<file path="config.mk">
export PLATFORM = sky130hd
export DESIGN_NAME = psum_in_bus_ctrl_flat
export DESIGN_NICKNAME = d
export VERILOG_FILES = /design/src/rtl/psum_in_bus_ctrl_if.sv /design/src/rtl/psum_in_bus_ctrl.sv /design/src/flat_wrapper.sv
export SDC_FILE = /design/constraint.sdc
export NUM_CORES = 1
export LEC_CHECK = 0
export BUFFER_PORTS_ARGS = -buffer_cell sky130_fd_sc_hd__buf_2
export CAP_MARGIN = 30
export CORE_ASPECT_RATIO = 0.8
export CORE_UTILIZATION = 45
export DETAILED_ROUTE_END_ITERATION = 8
export PLACE_DENSITY = 0.67
export REMOVE_ABC_BUFFERS = 1
export SYNTH_ARGS = -nofsm -noshare
export SYNTH_HDL_FRONTEND = slang
export SYNTH_SLANG_ARGS = --single-unit
</file>
<file path="constraint.sdc">
create_clock -name clk -period 2.7 [get_ports clk]
set_clock_uncertainty 0.2 [all_clocks]
set_input_delay 0.135 -clock clk [delete_from_list [all_inputs] [get_ports clk]]
set_output_delay 0.135 -clock clk [all_outputs]
set_load 0.01 [all_outputs]
</file>
<file path="src/rtl/psum_in_bus_ctrl_if.sv">
// psum_in_bus_ctrl_if: upstream push port, row broadcast bus and status of the psum input controller
interface psum_in_bus_ctrl_if #(
  parameter int DATA_WIDTH = 16,
  parameter int ID_WIDTH   = 8,
  parameter int FIFO_DEPTH = 4
);
  localparam int CNT_W = $clog2(FIFO_DEPTH) + 1;
  logic                  ce;
  logic                  err_clr;
  logic [DATA_WIDTH-1:0] src_data;
  logic [ID_WIDTH-1:0]   src_id;
  logic                  src_valid;
  logic                  src_ready;
  logic [ID_WIDTH-1:0]   bus_source_id;
  logic [DATA_WIDTH-1:0] bus_data_out;
  logic                  bus_data_valid;
  logic                  pe_ready_any;
  logic                  timeout_err;
  logic                  busy;
  logic [CNT_W-1:0]      fifo_count;
  modport slave (
    input  ce, err_clr, src_data, src_id, src_valid, pe_ready_any,
    output src_ready, bus_source_id, bus_data_out, bus_data_valid, timeout_err, busy, fifo_count
  );
  modport master (
    output ce, err_clr, src_data, src_id, src_valid, pe_ready_any,
    input  src_ready, bus_source_id, bus_data_out, bus_data_valid, timeout_err, busy, fifo_count
  );
endinterface

</file>
<file path="src/rtl/psum_in_bus_ctrl.sv">
// psum_in_bus_ctrl: buffers tagged psums and broadcasts each one on the row bus once the addressed PE is ready
module psum_in_bus_ctrl #(
  parameter int DATA_WIDTH = 16,
  parameter int ID_WIDTH   = 8,
  parameter int FIFO_DEPTH = 4,
  parameter int TIMEOUT    = 255
) (
  input  logic clk,
  input  logic rst_n,
  psum_in_bus_ctrl_if.slave bus
);
  localparam int AW = $clog2(FIFO_DEPTH);
  localparam int CW = $clog2(TIMEOUT + 1);
  typedef enum logic [1:0] {IDLE, WAIT, SEND} state_t;
  state_t                         state_q;
  logic [AW-1:0]                  wr_ptr_q, rd_ptr_q;
  logic [AW:0]                    count_q;
  logic [CW-1:0]                  wait_q, wait_d;
  logic [ID_WIDTH+DATA_WIDTH-1:0] mem_q [FIFO_DEPTH];
  logic [ID_WIDTH-1:0]            head_id;
  logic [DATA_WIDTH-1:0]          head_data;
  logic                           push, pop, set_err;
  assign {head_id, head_data} = mem_q[rd_ptr_q];
  assign bus.src_ready  = bus.ce && count_q != (AW+1)'(FIFO_DEPTH);
  assign bus.fifo_count = count_q;
  assign bus.busy       = count_q != '0 || state_q != IDLE;
  assign push    = bus.src_valid && bus.src_ready;
  // the head is consumed only when the addressed PE accepts it
  assign pop     = bus.ce && state_q == WAIT && bus.pe_ready_any;
  assign wait_d  = wait_q == CW'(TIMEOUT) ? wait_q : wait_q + 1'b1;
  assign set_err = bus.ce && state_q == WAIT && !bus.pe_ready_any && wait_d == CW'(TIMEOUT);
  // entry storage; contents need no reset since occupancy is tracked separately
  always_ff @(posedge clk) begin
    if (push) mem_q[wr_ptr_q] <= {bus.src_id, bus.src_data};
  end
  // wrapping pointers and occupancy
  always_ff @(posedge clk or negedge rst_n) begin
    if (!rst_n) begin
      wr_ptr_q <= '0;
      rd_ptr_q <= '0;
      count_q  <= '0;
    end else begin
      if (push) wr_ptr_q <= wr_ptr_q + 1'b1;
      if (pop) rd_ptr_q <= rd_ptr_q + 1'b1;
      count_q <= count_q + (AW+1)'(push) - (AW+1)'(pop);
    end
  end
  // broadcast FSM with registered bus outputs, wait counter and sticky timeout flag
  always_ff @(posedge clk or negedge rst_n) begin
    if (!rst_n) begin
      state_q            <= IDLE;
      wait_q             <= '0;
      bus.bus_source_id  <= '0;
      bus.bus_data_out   <= '0;
      bus.bus_data_valid <= 1'b0;
      bus.timeout_err    <= 1'b0;
    end else begin
      bus.timeout_err <= set_err ? 1'b1 : bus.err_clr ? 1'b0 : bus.timeout_err;
      if (bus.ce) begin
        case (state_q)
          IDLE: if (count_q != '0) begin
            bus.bus_source_id <= head_id;
            wait_q            <= '0;
            state_q           <= WAIT;
          end
          WAIT: if (bus.pe_ready_any) begin
            bus.bus_data_out   <= head_data;
            bus.bus_data_valid <= 1'b1;
            state_q            <= SEND;
          end else begin
            wait_q <= wait_d;
          end
          SEND: begin
            bus.bus_data_valid <= 1'b0;
            bus.bus_data_out   <= '0;
            if (count_q != '0) begin
              bus.bus_source_id <= head_id;
              wait_q            <= '0;
              state_q           <= WAIT;
            end else begin
              state_q <= IDLE;
            end
          end
          default: state_q <= IDLE;
        endcase
      end
    end
  end
endmodule
</file>
<file path="src/flat_wrapper.sv">
// flat-port wrapper written by rule: the top's interface ports become plain ports
module psum_in_bus_ctrl_flat 
#(
  parameter int DATA_WIDTH = 16,
  parameter int ID_WIDTH   = 8,
  parameter int FIFO_DEPTH = 4,
  parameter int TIMEOUT    = 255
)
  (clk, rst_n, bus_ce, bus_err_clr, bus_src_data, bus_src_id, bus_src_valid, bus_pe_ready_any, bus_src_ready, bus_bus_source_id, bus_bus_data_out, bus_bus_data_valid, bus_timeout_err, bus_busy, bus_fifo_count);
  psum_in_bus_ctrl_if #(.DATA_WIDTH(DATA_WIDTH), .ID_WIDTH(ID_WIDTH), .FIFO_DEPTH(FIFO_DEPTH)) bus_i ();
  input  logic clk;
  input  logic rst_n;
  input wire logic [$bits(bus_i.ce)-1:0] bus_ce;
  input wire logic [$bits(bus_i.err_clr)-1:0] bus_err_clr;
  input wire logic [$bits(bus_i.src_data)-1:0] bus_src_data;
  input wire logic [$bits(bus_i.src_id)-1:0] bus_src_id;
  input wire logic [$bits(bus_i.src_valid)-1:0] bus_src_valid;
  input wire logic [$bits(bus_i.pe_ready_any)-1:0] bus_pe_ready_any;
  output wire logic [$bits(bus_i.src_ready)-1:0] bus_src_ready;
  output wire logic [$bits(bus_i.bus_source_id)-1:0] bus_bus_source_id;
  output wire logic [$bits(bus_i.bus_data_out)-1:0] bus_bus_data_out;
  output wire logic [$bits(bus_i.bus_data_valid)-1:0] bus_bus_data_valid;
  output wire logic [$bits(bus_i.timeout_err)-1:0] bus_timeout_err;
  output wire logic [$bits(bus_i.busy)-1:0] bus_busy;
  output wire logic [$bits(bus_i.fifo_count)-1:0] bus_fifo_count;
  assign bus_i.ce = bus_ce;
  assign bus_i.err_clr = bus_err_clr;
  assign bus_i.src_data = bus_src_data;
  assign bus_i.src_id = bus_src_id;
  assign bus_i.src_valid = bus_src_valid;
  assign bus_i.pe_ready_any = bus_pe_ready_any;
  assign bus_src_ready = bus_i.src_ready;
  assign bus_bus_source_id = bus_i.bus_source_id;
  assign bus_bus_data_out = bus_i.bus_data_out;
  assign bus_bus_data_valid = bus_i.bus_data_valid;
  assign bus_timeout_err = bus_i.timeout_err;
  assign bus_busy = bus_i.busy;
  assign bus_fifo_count = bus_i.fifo_count;
  psum_in_bus_ctrl #(.DATA_WIDTH(DATA_WIDTH), .ID_WIDTH(ID_WIDTH), .FIFO_DEPTH(FIFO_DEPTH), .TIMEOUT(TIMEOUT)) u_core (.clk(clk), .rst_n(rst_n), .bus(bus_i));
endmodule
</file>
Word-level counts from Yosys, hierarchy flattened
Memories as Yosys holds them, arrays and structs flattened.
Cells that the tools add are included.
{"block": "classes", "n_addsub": 5, "n_eq_ne": 9, "mux": 16, "reduce_logical": 19}
{"operator": "$pmux W16 S2", "count": 1}
{"operator": "$mux W8", "count": 3}
{"operator": "$eq A8 B8 Y1 const B", "count": 2}
{"operator": "$mux W16", "count": 1}
{"operator": "$pmux W8 S2", "count": 1}
{"operator": "$reduce_and A3 Y1", "count": 3}
{"operator": "$add A8 B1 Y8 const B", "count": 1}
{"operator": "$reduce_bool A2 Y1", "count": 4}
{"operator": "$logic_and A1 B1 Y1", "count": 6}
{"operator": "$mux W1", "count": 6}
{"operator": "$pmux W2 S3", "count": 1}
{"operator": "$add A2 B1 Y2 const B", "count": 2}
{"operator": "$mux W2", "count": 2}
{"operator": "$ne A2 B1 Y1 const B", "count": 2}
{"operator": "$ne A2 B2 Y1 const B", "count": 2}
{"operator": "$reduce_and A4 Y1", "count": 1}
{"operator": "$add A3 B1 Y3", "count": 1}
{"operator": "$ne A3 B3 Y1 const B", "count": 1}
{"operator": "$reduce_bool A3 Y1", "count": 1}
{"operator": "$sub A3 B1 Y3", "count": 1}
{"operator": "$eq A2 B1 Y1 const B", "count": 1}
{"operator": "$eq A2 B2 Y1 const B", "count": 1}
{"operator": "$logic_not A2 Y1", "count": 1}
{"operator": "$pmux W1 S2", "count": 1}
{"operator": "other kinds (3)", "count": 3}
{"block": "word_totals", "output_inout_bits": 31, "word_cells": 59, "mem_bits_rw": 96, "regBits": 43, "mem_count": 1, "inputBits": 30}
{"memory": "u_core.mem_q", "depth": 4, "width": 24, "read_ports": 1, "rd_ports_with_merged_regs": 0, "wr": 1, "line": "psum_in_bus_ctrl.sv:19", "text": "logic [ID_WIDTH+DATA_WIDTH-1:0] mem_q [FIFO_DEPTH];"}

Logic depth before layout (Yosys ltp)
Gate-level depths: netlist of the first run.
{"block": "depth", "depth_word": 5, "depth_mapped": 11, "mapped_depth_nobuf": 9}

Worst setup path after synthesis of the first run
Ideal clock, no wire load.
{"block": "synth_timing", "path_type": "reg2reg", "startpoint": "reg u_core.state_q[0]", "endpoint": "reg u_core.count_q[2] (netlist: u_core.bus.fifo_count[2])", "t_arrival_ps": 1998, "required_ps": 2373, "period_less_slack_ps": 2325, "path_buffers": 2, "setup_time_ps": 127, "path_slack_ps": 375, "stages_incl_launch_ff": 12, "path_cell_list": "dfrtp_1 buf_2 nand2_1 nor3_1 buf_2 ha_1 inv_1 ha_1 inv_1 fa_1 xnor2_1 xnor2_1"}
{"block": "synth_via", "elab_chain_cells": 4}
{"element": "start: declaration", "line": "psum_in_bus_ctrl.sv:15", "text": "state_t state_q;"}
{"element": "start signal: assignment", "line": "psum_in_bus_ctrl.sv:51", "text": "state_q <= IDLE;"}
{"element": "start signal: assignment", "line": "psum_in_bus_ctrl.sv:64", "text": "state_q <= WAIT;"}
{"element": "start signal: assignment", "line": "psum_in_bus_ctrl.sv:69", "text": "state_q <= SEND;"}
{"element": "$eq A2 B1 Y1", "line": "psum_in_bus_ctrl.sv:29", "text": "assign pop = bus.ce && state_q == WAIT && bus.pe_ready_any;"}
{"element": "$logic_and A1 B1 Y1 (2 in series)", "line": "psum_in_bus_ctrl.sv:29"}
{"element": "via u_core.pop", "line": "psum_in_bus_ctrl.sv:22", "text": "logic push, pop, set_err;"}
{"element": "$sub A3 B1 Y3", "line": "psum_in_bus_ctrl.sv:45", "text": "count_q <= count_q + (AW+1)'(push) - (AW+1)'(pop);"}
{"element": "end signal: assignment", "line": "psum_in_bus_ctrl.sv:45"}
{"element": "end: declaration", "line": "psum_in_bus_ctrl.sv:17", "text": "logic [AW:0] count_q;"}
The timed path passes the listed nets, and every way through them passes these cells.
A chain may end at the register's enable or synchronous reset.

Worst setup path after layout of the first run
{"block": "layout_timing", "startpoint": "in bus_ce", "endpoint": "reg u_core.count_q[2] (netlist: u_core.bus.fifo_count[2])"}
{"block": "layout_via", "elab_chain_cells": 4}
{"element": "start: declaration", "line": "flat_wrapper.sv:13", "text": "input wire logic [$bits(bus_i.ce)-1:0] bus_ce;"}
{"element": "$logic_and A1 B1 Y1", "line": "psum_in_bus_ctrl.sv:24", "text": "assign bus.src_ready = bus.ce && count_q != (AW+1)'(FIFO_DEPTH);"}
{"element": "$logic_and A1 B1 Y1", "line": "psum_in_bus_ctrl.sv:27", "text": "assign push = bus.src_valid && bus.src_ready;"}
{"element": "$add A3 B1 Y3", "line": "psum_in_bus_ctrl.sv:45"}
{"element": "$sub A3 B1 Y3 (*)", "line": "psum_in_bus_ctrl.sv:45"}
Every way passes the cells marked *; elsewhere a longest branch is shown, timed or not.

==> results_tabular.tex, run 1 <==
\begin{tabular}{lr}
\hline
Metric & Value \\
\hline
\multicolumn{2}{l}{\textbf{Run status}} \\
\quad Status & finished clean \\
\multicolumn{2}{l}{\textbf{Timing}} \\
\quad Count of final hold-check violations & 0 \\
\quad Final setup viols & 0 \\
\quad Actual transition at the worst max-transition pin & 0.695 ns \\
\quad Post-route minimum period & 2.25 ns \\
\quad Final Cycle Share & 83.4\% \\
\quad F\_max & 0.444 GHz \\
\quad Worst slew margin & 53.6\% \\
\quad Number of max-slew violations in the final report & 0 \\
\quad Unrepaired setup endpoints after global routing & false \\
\multicolumn{2}{l}{\textbf{Synth}} \\
\quad Post-synth ARST share & 30.9\% \\
\quad Cell types occupying the most area after synthesis & edfxtp\_1, dfrtp\_1, mux4\_2 \\
\quad Average footprint of a synthesized cell & 18.6 sq um \\
\quad Share of synthesized area occupied by flip-flops and latches & 71.6\% \\
\quad Post-synth EDFFs & 96 \\
\quad Most frequently used flop master after synthesis & edfxtp\_1 \\
\quad YS warnings & 0 \\
\quad Fraction of synthesized cell area taken by the top area cell type & 52.1\% \\
\quad Number of cells produced by synthesis & 297 \\
\quad Number of distinct library cell variants in the gate-level netlist after synthesis & 44 \\
\quad Count of state elements after synthesis & 139 \\
\quad Leading area contributor after synthesis & edfxtp\_1 \\
\quad Post-synth top cells & edfxtp\_1, dfrtp\_1, a22o\_1, mux4\_2, nand2\_1 \\
\quad Dominant cell by count in the synthesized netlist & edfxtp\_1 \\
\quad Post-synthesis cell area & 0.00553 sq mm \\
\multicolumn{2}{l}{\textbf{Final layout}} \\
\quad Util after Layout & 58.7\% \\
\quad Cell area after layout & 0.00689 sq mm \\
\quad Final antenna diode count & 0 \\
\quad Area added between synthesis and finish & 24.6\% \\
\quad Nets@finish & 442 \\
\quad Area occupied by registers & 0.00396 sq mm \\
\quad Number of inserted filler cells in the final layout & 899 \\
\quad Share of layout cells above drive strength 1 & 32.4\% \\
\quad Cell Count, Final, Fillers Out & 565 \\
\quad Area of the multi-input gates & 0.00145 sq mm \\
\multicolumn{2}{l}{\textbf{Clock tree}} \\
\quad Root Buffer & clkbuf\_16 \\
\quad \# Post-CTS Setup Buffers & 0 \\
\quad Clock buffer count from CTS & 17 \\
\quad Number of clock sinks & 139 \\
\quad Post-CTS resize count & 0 \\
\quad Number of buffers added to fix hold violations after cts & 30 \\
\quad CTS tree & built \\
\quad Later-pin clock latency in the skew report & 0.41 ns \\
\quad Clock transition at path regs & 0.06 ns \\
\quad Buffer levels on the longest clock path & 2 \\
\quad H-Tree Depth & 4 \\
\multicolumn{2}{l}{\textbf{Route}} \\
\quad WL/cell & 17.8 um \\
\quad Initial drt markers & 240 \\
\quad Post-detailed-route count of antenna-violating nets & 0 \\
\quad Sum of routed wire length over all layers & 10000 um \\
\quad Number of search-and-repair iterations in the first detailed-routing pass & 6 \\
\quad Via-per-instance ratio & 5.33 \\
\quad Vias after detailed routing & 3014 \\
\quad Residual DRC count & 0 \\
\multicolumn{2}{l}{\textbf{Power and ir drop}} \\
\quad Clock share of power & 31.8\% \\
\quad Power Dens Cells & 1020 mW/mm\^{}2 \\
\quad Maximum VDD drop & 0.484 mV \\
\quad Internal Pwr Total & 5.06 mW \\
\quad Net switching share of the total power & 27.9\% \\
\quad Combinational share of power & 25.8\% \\
\quad PnR Total Power & 7.02 mW \\
\quad Static leakage power & 2.68 nW \\
\quad Net switching power & 1.96 mW \\
\quad Part of the power in registers & 42.4\% \\
\multicolumn{2}{l}{\textbf{Setup path}} \\
\quad Worst reg-to-reg setup slack & 0.52 ns \\
\quad Startpoint type of the worst setup path & input port \\
\quad Startpoint-to-endpoint class of the critical path & in -> reg \\
\quad Crit. End Element & flip-flop \\
\quad Biggest fanout along the worst timing path & 8 \\
\quad Required time of the critical path & 2.79 ns \\
\quad Arrival @ worst endpoint & 2.34 ns \\
\multicolumn{2}{l}{\textbf{Global routing}} \\
\quad Total Routing Usage GR & 17.3\% \\
\quad First-pass GRT wire length & 16100 um \\
\quad Total congestion overflow after global routing & 0 \\
\quad Number of global-route vias before repair & 3128 \\
\quad Number of antenna violations at the first check in global routing & 0 \\
\quad Largest net degree at the start of global routing & 25 \\
\multicolumn{2}{l}{\textbf{Floorplanning}} \\
\quad Initial Util & 47.1\% \\
\quad Core footprint & 0.0117 sq mm \\
\quad Vertical die dimension & 101 um \\
\quad Num ports & 61 \\
\quad Area of the die & 0.0127 sq mm \\
\quad Horizontal extent of the die & 126 um \\
\quad Count of standard-cell rows & 35 \\
\multicolumn{2}{l}{\textbf{Placed design}} \\
\quad Port Buffers & 60 \\
\quad Last weighted congestion value of the routability-driven placer & 0.853 \\
\quad Post-placement cell area & 0.00601 sq mm \\
\quad Half-perimeter wire length after detailed placement & 6020 um \\
\quad Placed instance count & 503 \\
\multicolumn{2}{l}{\textbf{Worst hold path}} \\
\quad Hold/Removal Path Class & in -> async \\
\multicolumn{2}{l}{\textbf{Job}} \\
\quad Number of max-capacitance violations reported & 0 \\
\hline
\end{tabular}
-- power by group through the flow --
stage	Combinational, mW	Clock [mW]	Sequential, mW
after floorplan	0.956	0	3.20
after global placement	1.77	0	2.99
after detailed placement	1.80	0	3.01
after CTS	1.85	2.28	2.98
after global routing	1.99	2.36	3.02
final	1.81	2.23	2.97
-- state kept, by name, summed over array words and instances, names as in the netlist --
| name | cells |
|---|---|
| u_core.bus.fifo_count | 3 |
| u_core.rd_ptr_q | 2 |
| u_core.wait_q | 8 |
| u_core.mem_q | 96 |
| u_core.bus.bus_data_valid | 1 |
| u_core.state_q | 2 |
| u_core.bus.bus_data_out | 16 |
| u_core.bus.timeout_err | 1 |
| u_core.bus.bus_source_id | 8 |
| u_core.wr_ptr_q | 2 |
-- path summary, 6_finish.rpt --
| kind | startpoint | cells after the start | to |
|---|---|---|---|
| hold / removal | rst_n | 2 | u_core.bus.bus_source_id[1] |
| hold reg to reg | u_core.bus.bus_data_out[8] | 1 | u_core.bus.bus_data_out[8] |
| setup / recovery | bus_ce | 11 | u_core.bus.fifo_count[2] |
| setup reg to reg | u_core.bus.fifo_count[1] | 8 | u_core.bus.fifo_count[2] |
| min in group clk | bus_err_clr | 3 | u_core.bus.timeout_err |
| max in group asynchronous | rst_n | 3 | u_core.bus.fifo_count[1] |
-- routing by layer --
layer | part of all wire (%) | GRT usage [%]
met1 | 47 | 22.8
met2 | 47 | 28.0
met3 | 4.7 | 4.75
met4 | 1.0 | 6.12
met5 | 0 | 0
-- logic make-up after synthesis --
logic type / Yosys count / synth area share, %
flops: 139 / 71.6
buf+inv: 21 / 2.22
mux: 36 / 12.8
simple gates: 43 / 4.39
compound gates: 44 / 6.13
fa+ha+maj: 8 / 1.95
xor+xnor: 6 / 0.950
-- per-stage QoR --
stage	hold WS [ns]	setup WS, ns	setup TNS, ns
after detailed placement	-0.00210	0.541	0
after CTS	0.104	0.465	0
after floorplan	-0.361	-0.702	-1.37
after global placement	-0.0152	0.603	0
final	0.0804	0.448	0
after global routing	0.145	0.251	0
-- final cells by class --
class | instances | area share (%)
flip-flops and latches | 139 | 57.5
well taps | 148 | 2.69
multi-input cells | 137 | 21.1
clock buffers | 20 | 6.63
repair buffers | 101 | 9.91
clock inverters | 12 | 1.78
inverters | 8 | 0.436
-- cells in the final DEF, fill, tap and decap left out, drive strengths merged, types with 2 or more instances in the layout --
cell type    instances
a21o                 2
a21oi                8
a22o                18
a31oi                3
and2                 3
and3                 4
buf                 71
bufinv               2
clkbuf              20
clkinv               7
clkinvlp             3
dfrtp               43
dlygate4sd3         30
edfxtp              96
ha                   7
inv                  8
mux2                 9
mux2i                3
mux4                24
nand2               13
nand3                5
nand4                3
nand4b               2
nor2                 5
nor3                 2
o21ai                6
or2                  2
or3                  2
xnor2                5
-- worst max-delay path, stage by stage --
cell and delay (ns):
dlygate4sd3_1 0.53, buf_2 0.18, inv_1 0.14, nor3_2 0.21
ha_1 0.26, inv_1 0.06, ha_1 0.14, inv_1 0.05
fa_1 0.38, xnor2_1 0.15, xnor2_1 0.13
No activity file was read; power rests on OpenSTA's default activity.
==> run 2: changes to the inputs <==
--- a/config.mk
+++ b/config.mk
@@ -10,7 +10,7 @@
 export CORE_ASPECT_RATIO = 0.8
 export CORE_UTILIZATION = 45
 export DETAILED_ROUTE_END_ITERATION = 8
-export PLACE_DENSITY = 0.67
+export PLACE_DENSITY = 0.69
 export REMOVE_ABC_BUFFERS = 1
 export SYNTH_ARGS = -nofsm -noshare
 export SYNTH_HDL_FRONTEND = slang
==> constraint.sdc (replaced) <==
create_clock -name clk -period 1.9 [get_ports clk]
set_clock_uncertainty 0.2 [all_clocks]
set_input_delay 0.095 -clock clk [delete_from_list [all_inputs] [get_ports clk]]
set_output_delay 0.095 -clock clk [all_outputs]
set_load 0.01 [all_outputs]
==> run 2 against run 1 <==
Compared with the run above: the run now ends with setup timing left; critical path depth decreased by 3; worst hold slack got worse by 0.029 ns; largest power group unchanged; non-clock buffer count increased by 18; flip-flop and latch count unchanged; design area increased by 3.5%; final cell count increased by 3.2%; highest routed layer unchanged.
==> results_tabular.tex, run 2 (synthesis gave the netlist of run 1 again) <==
\begin{tabular}{lr}
\hline
Metric & Value \\
\hline
\multicolumn{2}{l}{\textbf{Global routing}} \\
\quad Total congestion overflow after global routing & 0 (unchanged) \\
\quad Total Routing Usage GR & 18.3\% (+1.1 points) \\
\quad Largest net degree at the start of global routing & 25 (unchanged) \\
\quad First-pass GRT wire length & 17000 um (+5.8\%) \\
\quad Number of antenna violations at the first check in global routing & 0 (unchanged) \\
\quad Number of global-route vias before repair & 3172 (+1.4\%) \\
\multicolumn{2}{l}{\textbf{Setup path}} \\
\quad Worst Setup SP & u\_core.state\_q[1] \\
\quad Worst reg-to-reg setup slack & -0.15 ns (-0.67 ns) \\
\quad Crit. End Element & flip-flop \\
\quad Startpoint-to-endpoint class of the critical path & reg -> reg \\
\quad Startpoint type of the worst setup path & flip-flop \\
\quad Arrival @ worst endpoint & 2.14 ns (-0.20 ns) \\
\quad Startpoint of the lowest-slack register-to-register path & u\_core.state\_q[1] \\
\quad Biggest fanout along the worst timing path & 2 (-6) \\
\quad Required time of the critical path & 1.99 ns (-0.80 ns) \\
\multicolumn{2}{l}{\textbf{Timing}} \\
\quad Fin worst setup slack & -0.149 ns (-0.598 ns) \\
\quad Post-route minimum period & 2.05 ns \\
\quad Actual transition at the worst max-transition pin & 0.794 ns (+0.0993 ns) \\
\quad Final Cycle Share & 108\% \\
\quad Hold slack final & 0.0516 ns (-0.0288 ns) \\
\quad Worst slew margin & 46.9\% (-6.7 points) \\
\quad Count of final hold-check violations & 0 (unchanged) \\
\quad Unrepaired setup endpoints after global routing & true \\
\quad F\_max & 0.488 GHz \\
\quad Number of max-slew violations in the final report & 0 (unchanged) \\
\quad Final setup viols & 3 (+3) \\
\multicolumn{2}{l}{\textbf{Floorplanning}} \\
\quad Core footprint & 0.0117 sq mm (unchanged) \\
\quad Initial Util & 47.1\% (unchanged) \\
\quad Count of standard-cell rows & 35 (unchanged) \\
\quad Area of the die & 0.0127 sq mm (unchanged) \\
\quad Horizontal extent of the die & 126 um (unchanged) \\
\quad Num ports & 61 (unchanged) \\
\quad Vertical die dimension & 101 um (unchanged) \\
\multicolumn{2}{l}{\textbf{Route}} \\
\quad Vias after detailed routing & 3095 (+2.7\%) \\
\quad WL/cell & 17.8 um (+0.32\%) \\
\quad Initial drt markers & 222 (-7.5\%) \\
\quad Number of search-and-repair iterations in the first detailed-routing pass & 5 (-1) \\
\quad Via-per-instance ratio & 5.31 (-0.48\%) \\
\quad Residual DRC count & 0 (unchanged) \\
\quad Post-detailed-route count of antenna-violating nets & 0 (unchanged) \\
\quad Sum of routed wire length over all layers & 10400 um (+3.5\%) \\
\multicolumn{2}{l}{\textbf{Final layout}} \\
\quad Share of layout cells above drive strength 1 & 35.9\% (+3.5 points) \\
\quad Final antenna diode count & 0 (unchanged) \\
\quad Most common cell after layout, fill and taps aside & edfxtp\_1 \\
\quad Largest register by flop count & u\_core.mem\_q \\
\quad Number of inserted filler cells in the final layout & 871 (-3.1\%) \\
\quad Flip-flop count of the largest register after layout & 96 (unchanged) \\
\quad Area added between synthesis and finish & 29.0\% \\
\quad Cell area after layout & 0.00713 sq mm (+3.5\%) \\
\quad Top flop regs & u\_core.mem\_q x96, u\_core.bus.bus\_data\_out x16 \\
\quad Most used cells in the layout excluding fill and tap cells & edfxtp\_1, buf\_2, dfrtp\_1, dlygate4sd3\_1, buf\_4 \\
\quad Cell Count, Final, Fillers Out & 583 (+3.2\%) \\
\quad Nets@finish & 460 (+4.1\%) \\
\multicolumn{2}{l}{\textbf{Placed design}} \\
\quad Post-placement cell area & 0.00619 sq mm (+3.0\%) \\
\quad Half-perimeter wire length after detailed placement & 6230 um (+3.5\%) \\
\quad Placed instance count & 517 (+2.8\%) \\
\quad Port Buffers & 60 (unchanged) \\
\quad Last weighted congestion value of the routability-driven placer & 0.857 (+0.47\%) \\
\multicolumn{2}{l}{\textbf{Power and ir drop}} \\
\quad Static leakage power & 2.79 nW (+4.1\%) \\
\quad Power Dens Cells & 1440 mW/mm\^{}2 (+42\%) \\
\quad Maximum VDD drop & 0.751 mV (+55\%) \\
\multicolumn{2}{l}{\textbf{Clock tree}} \\
\quad Number of clock sinks & 139 (unchanged) \\
\quad Buffer levels on the longest clock path & 2 (unchanged) \\
\quad H-Tree Depth & 4 (unchanged) \\
\quad Clock buffer count from CTS & 17 (unchanged) \\
\quad CTS tree & built \\
\quad Clock transition at path regs & 0.05 ns (about the same) \\
\quad Root Buffer & clkbuf\_16 \\
\quad Later-pin clock latency in the skew report & 0.40 ns (about the same) \\
\multicolumn{2}{l}{\textbf{Worst hold path}} \\
\quad Launch instance of the worst min-delay path & bus\_pe\_ready\_any \\
\quad Hold/Removal Path Class & in -> reg \\
\multicolumn{2}{l}{\textbf{Run status}} \\
\quad Violated checks & setup timing \\
\quad Status & finished with violations \\
\multicolumn{2}{l}{\textbf{Job}} \\
\quad Number of max-capacitance violations reported & 0 (unchanged) \\
\hline
\end{tabular}
run 2: changes by cell type in the layout (fill, tap and decap cells not counted), sizes merged:
cell      previous run  this run
buf                 71        89
clkbuf              20        24
clkinvlp             3         2
clkinv               7         4
run 2: worst paths after layout:
path | endpoint | cells after the start
worst max-delay path | u_core.bus.fifo_count[2] | 8
worst min-delay path | u_core.wait_q[1] | 5
worst max register to register | u_core.bus.fifo_count[2] | 8
worst min register to register | u_core.bus.bus_source_id[1] | 1
max in group asynchronous | u_core.wait_q[1] | 3
min in group asynchronous | u_core.bus.bus_data_out[13] | 3
run 2: power by group:
group          switching (mW)  internal (mW)  total (mW)
combinational            1.37           1.59        2.97
sequential              0.314           3.88        4.19
clock                    1.14           1.99        3.13
run 2: per-stage QoR:
step	util [%]	worst slack, ns	TNS, ns	power (mW)
after detailed placement	52.8	-0.198	-0.251	7.05
after CTS	60.4	-0.196	-0.661	10.3
after global placement	52.8	-0.127	-0.127	6.98
final	60.8	-0.149	-0.328	10.3
after global routing	60.8	-0.270	-0.884	10.8
after floorplan	-	-1.50	-33.38	5.91
run 2: routing by layer:
layer / share of wire, % / global-route usage (%)
met5: 0 / 0
met4: 0.86 / 7.78
met3: 5.5 / 4.91
met2: 48 / 28.9
met1: 46 / 24.5
run 2: critical path, cell delays in order (launching register included):
cell     delay (ns)
dfrtp_1        0.40
nor3_4         0.21
ha_1           0.25
inv_1          0.06
ha_1           0.15
inv_2          0.04
fa_2           0.36
xnor2_2        0.15
xnor2_1        0.13
run 2: repair_timing:
action                                  in CTS  in global routing
pin swaps                                    3                  2
hold buffers                                30                  0
gates cloned                                 0                  0
gates resized for setup                      6                  5
setup buffers                                2                  3
endpoints found under the hold margin      145                  0
endpoints found under the setup margin       3                 15
run 2: cell type report:
class                           count  area, sq um  area share (%)
Multi-Input combinational cell    137         1490            20.9
Clock buffer                       24          472            6.61
Timing Repair Buffer              119          901            12.6
Clock inverter                      8         93.8            1.32
Tap cell                          148          185            2.60
Inverter                            8         30.0           0.421
Sequential cell                   139         3960            55.5
